<file path="src/rtl/aes_mix_columns_seq_pkg.sv">
// Shared AES helpers for the encrypt-side MixColumns datapath.
//   AES_POLY_LOW  : low byte of the AES field polynomial 0x11b
//   gf_xtime      : multiply a byte by {02} in GF(2^8)
//   gf_mul3       : multiply a byte by {03} in GF(2^8)
//   state_col     : extract column c (bits [127-32c -: 32]) of a 128-bit state
//   state_set_col : return a state with column c replaced
//   mc_state_t    : sequencer states IDLE / BUSY / DONE
package aes_mix_columns_seq_pkg;

   localparam logic [7:0] AES_POLY_LOW = 8'h1b;

   typedef enum logic [1:0] {
      IDLE,
      BUSY,
      DONE
   } mc_state_t;

   function automatic logic [7:0] gf_xtime(input logic [7:0] x);
      return {x[6:0], 1'b0} ^ (x[7] ? AES_POLY_LOW : 8'h00);
   endfunction

   function automatic logic [7:0] gf_mul3(input logic [7:0] x);
      return gf_xtime(x) ^ x;
   endfunction

   function automatic logic [31:0] state_col(input logic [127:0] s,
                                             input int unsigned  c);
      return s[127 - 32*c -: 32];
   endfunction

   function automatic logic [127:0] state_set_col(input logic [127:0] s,
                                                  input int unsigned  c,
                                                  input logic [31:0]  v);
      logic [127:0] r;
      r = s;
      r[127 - 32*c -: 32] = v;
      return r;
   endfunction

endpackage

</file>
<file path="src/rtl/aes_mix_columns_seq_column.sv">
// Combinational forward MixColumns for a single column.
//   col_in  : column bytes a0..a3, a0 in [31:24]
//   col_out : mixed column bytes b0..b3, b0 in [31:24]
module aes_mix_column
   import aes_mix_columns_seq_pkg::*;
(
   input  logic [31:0] col_in,
   output logic [31:0] col_out
);

   logic [7:0] a0, a1, a2, a3;

   always_comb begin
      a0 = col_in[31:24];
      a1 = col_in[23:16];
      a2 = col_in[15:8];
      a3 = col_in[7:0];
      col_out[31:24] = gf_xtime(a0) ^ gf_mul3(a1)  ^ a2           ^ a3;
      col_out[23:16] = a0           ^ gf_xtime(a1) ^ gf_mul3(a2)  ^ a3;
      col_out[15:8]  = a0           ^ a1           ^ gf_xtime(a2) ^ gf_mul3(a3);
      col_out[7:0]   = gf_mul3(a0)  ^ a1           ^ a2           ^ gf_xtime(a3);
   end

endmodule

</file>
<file path="src/rtl/aes_mix_columns_seq.sv">
// Iterative forward MixColumns engine, COLS_PER_CYCLE columns per BUSY cycle.
//   clk, rst            : clock, synchronous active-high reset
//   in_valid/in_ready   : input handshake for in_state / in_bypass
//   in_state            : 128-bit state, s0 in [127:120], column 0 in [127:96]
//   in_bypass           : pass the state through unmixed (final round)
//   out_valid/out_ready : output handshake, out_state held until taken
//   out_state           : mixed (or bypassed) state, same byte order
module aes_mix_columns_seq
   import aes_mix_columns_seq_pkg::*;
#(
   parameter int unsigned COLS_PER_CYCLE = 1
) (
   input  logic         clk,
   input  logic         rst,
   input  logic         in_valid,
   output logic         in_ready,
   input  logic [127:0] in_state,
   input  logic         in_bypass,
   output logic         out_valid,
   input  logic         out_ready,
   output logic [127:0] out_state
);

   localparam int unsigned BUSY_CYCLES = 4 / COLS_PER_CYCLE;
   // With 4 columns per cycle the step wraps to 0; harmless since the
   // single BUSY cycle is also the last one.
   localparam logic [1:0]  COL_STEP    = 2'(COLS_PER_CYCLE % 4);

   generate
      if (!(COLS_PER_CYCLE == 1 || COLS_PER_CYCLE == 2 || COLS_PER_CYCLE == 4)) begin : g_bad_cols
         $error("aes_mix_columns_seq: COLS_PER_CYCLE must be 1, 2 or 4");
      end
   endgenerate

   mc_state_t    state;
   logic [1:0]   col;
   logic [127:0] work;
   logic         bypass;
   logic [127:0] next_work;
   logic         last;

   logic [31:0]  mix_in  [COLS_PER_CYCLE];
   logic [31:0]  mix_out [COLS_PER_CYCLE];

   // col is always a multiple of COLS_PER_CYCLE, so col+g never exceeds 3.
   for (genvar g = 0; g < COLS_PER_CYCLE; g++) begin : g_mix
      always_comb mix_in[g] = state_col(work, 32'(col) + g);

      aes_mix_column u_mix (
         .col_in  (mix_in[g]),
         .col_out (mix_out[g])
      );
   end

   always_comb begin
      next_work = work;
      if (!bypass) begin
         for (int unsigned g = 0; g < COLS_PER_CYCLE; g++) begin
            next_work = state_set_col(next_work, 32'(col) + g, mix_out[g]);
         end
      end
      last = ((32'(col) / COLS_PER_CYCLE) == BUSY_CYCLES - 1);
   end

   always_ff @(posedge clk) begin
      if (rst) begin
         state     <= IDLE;
         col       <= '0;
         work      <= '0;
         bypass    <= 1'b0;
         in_ready  <= 1'b0;
         out_valid <= 1'b0;
         out_state <= '0;
      end else begin
         case (state)
            IDLE: begin
               if (in_ready && in_valid) begin
                  work     <= in_state;
                  bypass   <= in_bypass;
                  col      <= '0;
                  in_ready <= 1'b0;
                  state    <= BUSY;
               end else begin
                  in_ready <= 1'b1;
               end
            end
            BUSY: begin
               work <= next_work;
               col  <= col + COL_STEP;
               if (last) begin
                  out_valid <= 1'b1;
                  out_state <= next_work;
                  state     <= DONE;
               end
            end
            DONE: begin
               if (out_ready) begin
                  out_valid <= 1'b0;
                  in_ready  <= 1'b1;
                  state     <= IDLE;
               end
            end
            default: begin
               state     <= IDLE;
               in_ready  <= 1'b0;
               out_valid <= 1'b0;
            end
         endcase
      end
   end

endmodule

</file>
<file path="config.mk">
export PLATFORM = sky130hd
export DESIGN_NAME = aes_mix_columns_seq
export DESIGN_NICKNAME = d
export VERILOG_FILES = /design/src/rtl/aes_mix_columns_seq_pkg.sv /design/src/rtl/aes_mix_columns_seq_column.sv /design/src/rtl/aes_mix_columns_seq.sv
export SDC_FILE = /design/constraint.sdc
export NUM_CORES = 1
export LEC_CHECK = 0
export ABC_CLOCK_PERIOD_IN_PS = 3100
export BUFFER_PORTS_ARGS = -buffer_cell sky130_fd_sc_hd__buf_2
export CAP_MARGIN = 20
export CORE_ASPECT_RATIO = 0.8
export CORE_UTILIZATION = 51
export CTS_CLUSTER_DIAMETER = 100
export DETAILED_ROUTE_END_ITERATION = 8
export PLACE_DENSITY = 0.77
export RECOVER_POWER = 25
export SETUP_SLACK_MARGIN = 0.05
export SLEW_MARGIN = 20
export SYNTH_ARGS = -nofsm -noshare
export SYNTH_HDL_FRONTEND = slang
export SYNTH_HIERARCHICAL = 1
export SYNTH_SLANG_ARGS = --single-unit
</file>
<file path="constraint.sdc">
create_clock -name clk -period 3.1 [get_ports clk]
set_input_delay 0.62 -clock clk [delete_from_list [all_inputs] [get_ports clk]]
set_output_delay 0.62 -clock clk [all_outputs]
set_load 0.01 [all_outputs]
</file>
**After elaboration in Yosys (flattened, before gate mapping)**

Index checks and enable logic that the tools add are counted.
Widths: inputs -> output; s select.

- $add $sub $neg: 3
- Eq/ne operators: 6
- Shift operators: 3
- Mux-type cells: 20
- Bitwise operators: 22
- Reduce and logical (&&, ||, !) cells: 9

Operator list:

| operator | number |
|---|---|
| $mux 128 | 2 |
| $pmux 128 s2 | 1 |
| $shift 32x34->159 const A | 1 |
| $shiftx 159x33->32 | 1 |
| $shiftx 32x34->159 | 1 |
| $xor 8x8->8 | 19 |
| $bwmux 128 | 1 |
| $neg 32->34 | 1 |
| $mux 5 | 4 |
| $mux 2 | 4 |
| $reduce_and 2->1 | 4 |
| $sub 7x7->8 const A | 1 |
| $xor 8x5->8 | 1 |
| $ne 2x2->1 const B | 3 |
| $pmux 1 s3 | 2 |
| $pmux 2 s3 | 1 |
| $reduce_and 3->1 | 2 |
| $eq 2x2->1 const B | 2 |
| $mux 1 | 4 |
| $pmux 2 s2 | 1 |
| $add 2x1->2 const B | 1 |
| $eq 2x1->1 const B | 1 |
| $logic_not 2->1 | 1 |
| $not 1->1 | 2 |
| other kinds (2) | 2 |

- Register bits: 263
- Bits of input ports: 133
- Output and inout bits: 130
- Logic and storage cells: 70

**Longest topological paths before layout**

- Word-level depth: 12
- Gate-level depth with buffers: 10
- Mapped depth without buffers: 5

**Modules after synthesis**

The synthesis kept the hierarchy.

Modules (own cells, without submodules):

| module | instances | cells each | area each (um^2) | seq. area each (um^2) |
|---|---|---|---|---|
| aes_mix_columns_seq | 1 | 1,416 | 12,331.8 | 5,265.0 |
| aes_mix_column | 1 | 81 | 1,337.5 | 0.0 |

**Worst setup path before layout**

Ideal clock, no wire load.

- Path type: reg2reg
- Start point: reg col[0]
- End point: reg out_state[49]
- Setup time: 0.141 ns
- Arrival: 2.852 ns
- Data required time: 2.959 ns
- Setup slack: 0.108 ns
- Stages on the path, launching flop included: 10
- Buffers on the path: 4
- Period minus slack after synthesis: 2.992 ns
- Path through: dfxtp_1 buf_4 buf_2 mux4_2 buf_4 xor3_2 xnor3_1 buf_1 a221oi_1 nor3_2

RTL lines:

| element | line | RTL |
|---|---|---|
| start, declared | aes_mix_columns_seq.sv:36 | `logic [1:0] col;` |
| start signal, assigned | aes_mix_columns_seq.sv:89 | `col <= col + COL_STEP;` |
| end signal, assigned | aes_mix_columns_seq.sv:92 | `out_state <= next_work;` |
| end, declared | aes_mix_columns_seq.sv:21 | `output logic [127:0] out_state` |

==> out/qor.csv <==
stage,metric,value,unit
synth,synthFlopType,dfxtp_1,
routing,routedWlPerCell,26.2,um
finish,n_antenna_cell,0,
synth,synth-edff-count,0,
floorplan,die_h,148,um
pwr,p_comb_share,30.1,%
synth,ys_warn_count,6,
pwr,switching_share,34.9,%
synth,synthArstFlopShare,0,%
finish,seq_area,0.00527,mm2
pwr,power,0.0100,W
finish,final_common_cell,dfxtp_1,
timing,setup_ws,93.9,ps
pwr,clkPwrFrac,33.4,%
placed_design,dpl_cell_area,0.0153,mm2
synth,ys_types,43,
clocking,ctsHtreeMaxLevel,1,
setup_path,r2r_setup_slack,90,ps
floorplan,placementRows,53,
finish,design_area,0.0161,mm2
timing,rsz0062_at_grt,yes,
setup_path,worstPathRequired,3530,ps
timing,slew_headroom,38.5,%
pwr,p_int,0.00654,W
clocking,ctsRootBufferMaster,clkbuf_16,
floorplan,core,0.0263,mm2
timing,hold_viol,0,
grt,grt_use_total,37.9,%
clocking,cts_sinks,263,
timing,worstMarginPinSlew,923,ps
pwr,power_frac_seq,36.5,%
grt,overflow,0,
placed_design,portBuffers,262,
grt,grt_max_degree,103,
synth,synth-seq-cells,263,
placed_design,place_congestion,0.999,
finish,fin_util,61.3,%
routing,drt_drc_violations_left,0,
clocking,cts_tree,built,
finish,drive_gt1_share,22.3,%
setup_path,path_class,register to register,
pwr,power_leakage,6.01,nW
hold_path,hold_class,input pin to register,
setup_path,worst_setup_path_start_kind,register,
grt,grt_pass1_wl,79500,um
synth,synth_area,0.0137,mm2
finish,multi_input_area,0.00751,mm2
grt,antenna_found_initial,1,
routing,num_vias,14100,
synth,avgSynthCellArea,9.13,um2
pwr,vdd_drop_max,412,uV
synth,synth.net_count,1634,
placed_design,dp_cells,1984,
timing,slew_viol_final,0,
pwr,netSwitchingPower,0.00351,W
floorplan,dieArea,0.0275,mm2
routing,viasPerCell,6.95,
floorplan,io_pins,263,
timing,skew,27.0,ps
pwr,p_per_area,623,mW/mm2
setup_path,critPathMaxFanout,14,
timing,fin_crit,3010,ps
floorplan,start_util,51.9,%
timing,post-route-period-util,97.0,%
clocking,clock_path_buffers,3,
grt,grt_pass1_vias,12800,
placed_design,pre_cts_slack,-122,ps
setup_path,endpoint_kind,register,
routing,ant_nets,0,
routing,totalWireLength,53100,um
finish,layout_common_cells,"261 x dfxtp_1, 163 x buf_2, 131 x nor2_1",
timing,fmax,0.333,GHz
run_status,outcome,finished clean,
run,maxCapViolCount,0,
synth,netlist_instances,1497,
floorplan,die_w,185,um
routing,dr.pass1.iters,6,
placed_design,hpwl,35900,um
timing,setup_viol,0,
routing,initialDrtViolationCount,2556,
finish,fin_cells,2031,
clocking,path_clk_slew,70,ps
setup_path,worstPathArrival,3430,ps
finish,nets,1794,
synth,ys_seq_area_share,38.5,%
clocking,worstSkewPairLatency,550,ps
clocking,cts_buffers,27,
finish,area_growth,18.1,%
finish,fill_cells,2302,
==> worst paths after layout <==
| check | start | endpoint | depth (start not counted) |
|---|---|---|---|
| worst min register to register | out_state[114] | out_state[114] | 2 |
| worst max register to register | col[0] | out_state[99] | 6 |
| worst min-delay path | in_bypass | bypass | 3 |
| worst max-delay path | col[0] | out_state[99] | 6 |
==> metrics by stage <==
step                setup TNS (ps)  hold slack [ps]
floorplan                        0              454
global placement              -890              473
detailed placement            -493              476
CTS                              0              317
global route                     0              334
finish                           0              338
==> sequential cells by signal, indices dropped and copies added, names as in the netlist <==
name       flops
state          2
work         128
col            2
bypass         1
in_ready       1
out_valid      1
out_state    128
==> area by class of cell <==
type,instances,share of cell area (%)
clock buffer,32,4.49
clock inverter,14,1.02
inverter,2,0.0465
multi-input combinational,1016,46.5
sequential,263,32.6
tap,357,2.77
timing repair buffer,347,12.5
==> logic make-up after synthesis <==
family / synth area share, %
AOI/OAI and AO/OA: 16.3
xor gates and xnor gates: 9.53
adders and majority gates: 0.366
buffers and inverters: 7.48
DFF: 38.5
muxes: 5.27
and+or+nand+nor: 22.6
==> power groups by stage <==
stage	combinational (W)	clock, W	sequential (W)
CTS	0.00284	0.00336	0.00365
detailed placement	0.00281	0	0.00373
global placement	0.00277	0	0.00373
floorplan	0.00188	0	0.00364
finish	0.00302	0.00336	0.00367
global route	0.00307	0.00350	0.00367
==> metal layers <==
layer,vias to the layer above,global-route usage (%),wire [um]
li1,5997,-,-
met1,6688,56.4,21200
met2,1296,51.2,21400
met3,143,13.6,9090
met4,0,9.59,1430
met5,-,0,0
==> critical path: stages (launching register included) <==
cell and delay, ps:
dfxtp_4 530, buf_4 280, mux4_2 630, xnor2_2 340
xnor3_1 590, a221oi_1 420, nor3_1 90
==> what timing repair did <==
| action | 4_1_cts | 5_1_grt |
|---|---|---|
| resized for setup | 2 | 11 |
| endpoints found under the hold margin | 0 | 0 |
| pin swaps | 0 | 0 |
| buffers inserted | 1 | 0 |
| setup endpoints to repair | 23 | 25 |
| hold buffers | 0 | 0 |
==> cells in the mapped netlist (10+ instances only) <==
master	instances	area share, %
xnor2_1	17	1.1
nand2_1	99	2.7
xor3_1	10	1.7
nand4_1	96	4.4
dfxtp_1	263	39
mux4_2	32	5.3
buf_2	69	2.5
nor3_1	108	4.0
a32oi_1	32	2.1
a221oi_1	128	8.2
nor3_2	21	1.5
nor2_1	132	3.6
a21oi_1	36	1.3
buf_4	23	1.3
xor2_1	13	0.83
xnor3_1	31	5.1
clkbuf_1	99	2.7
a31oi_1	96	4.4
buf_1	20	0.55
nand3_1	129	4.7
No activity file was read; power rests on OpenSTA's default activity.
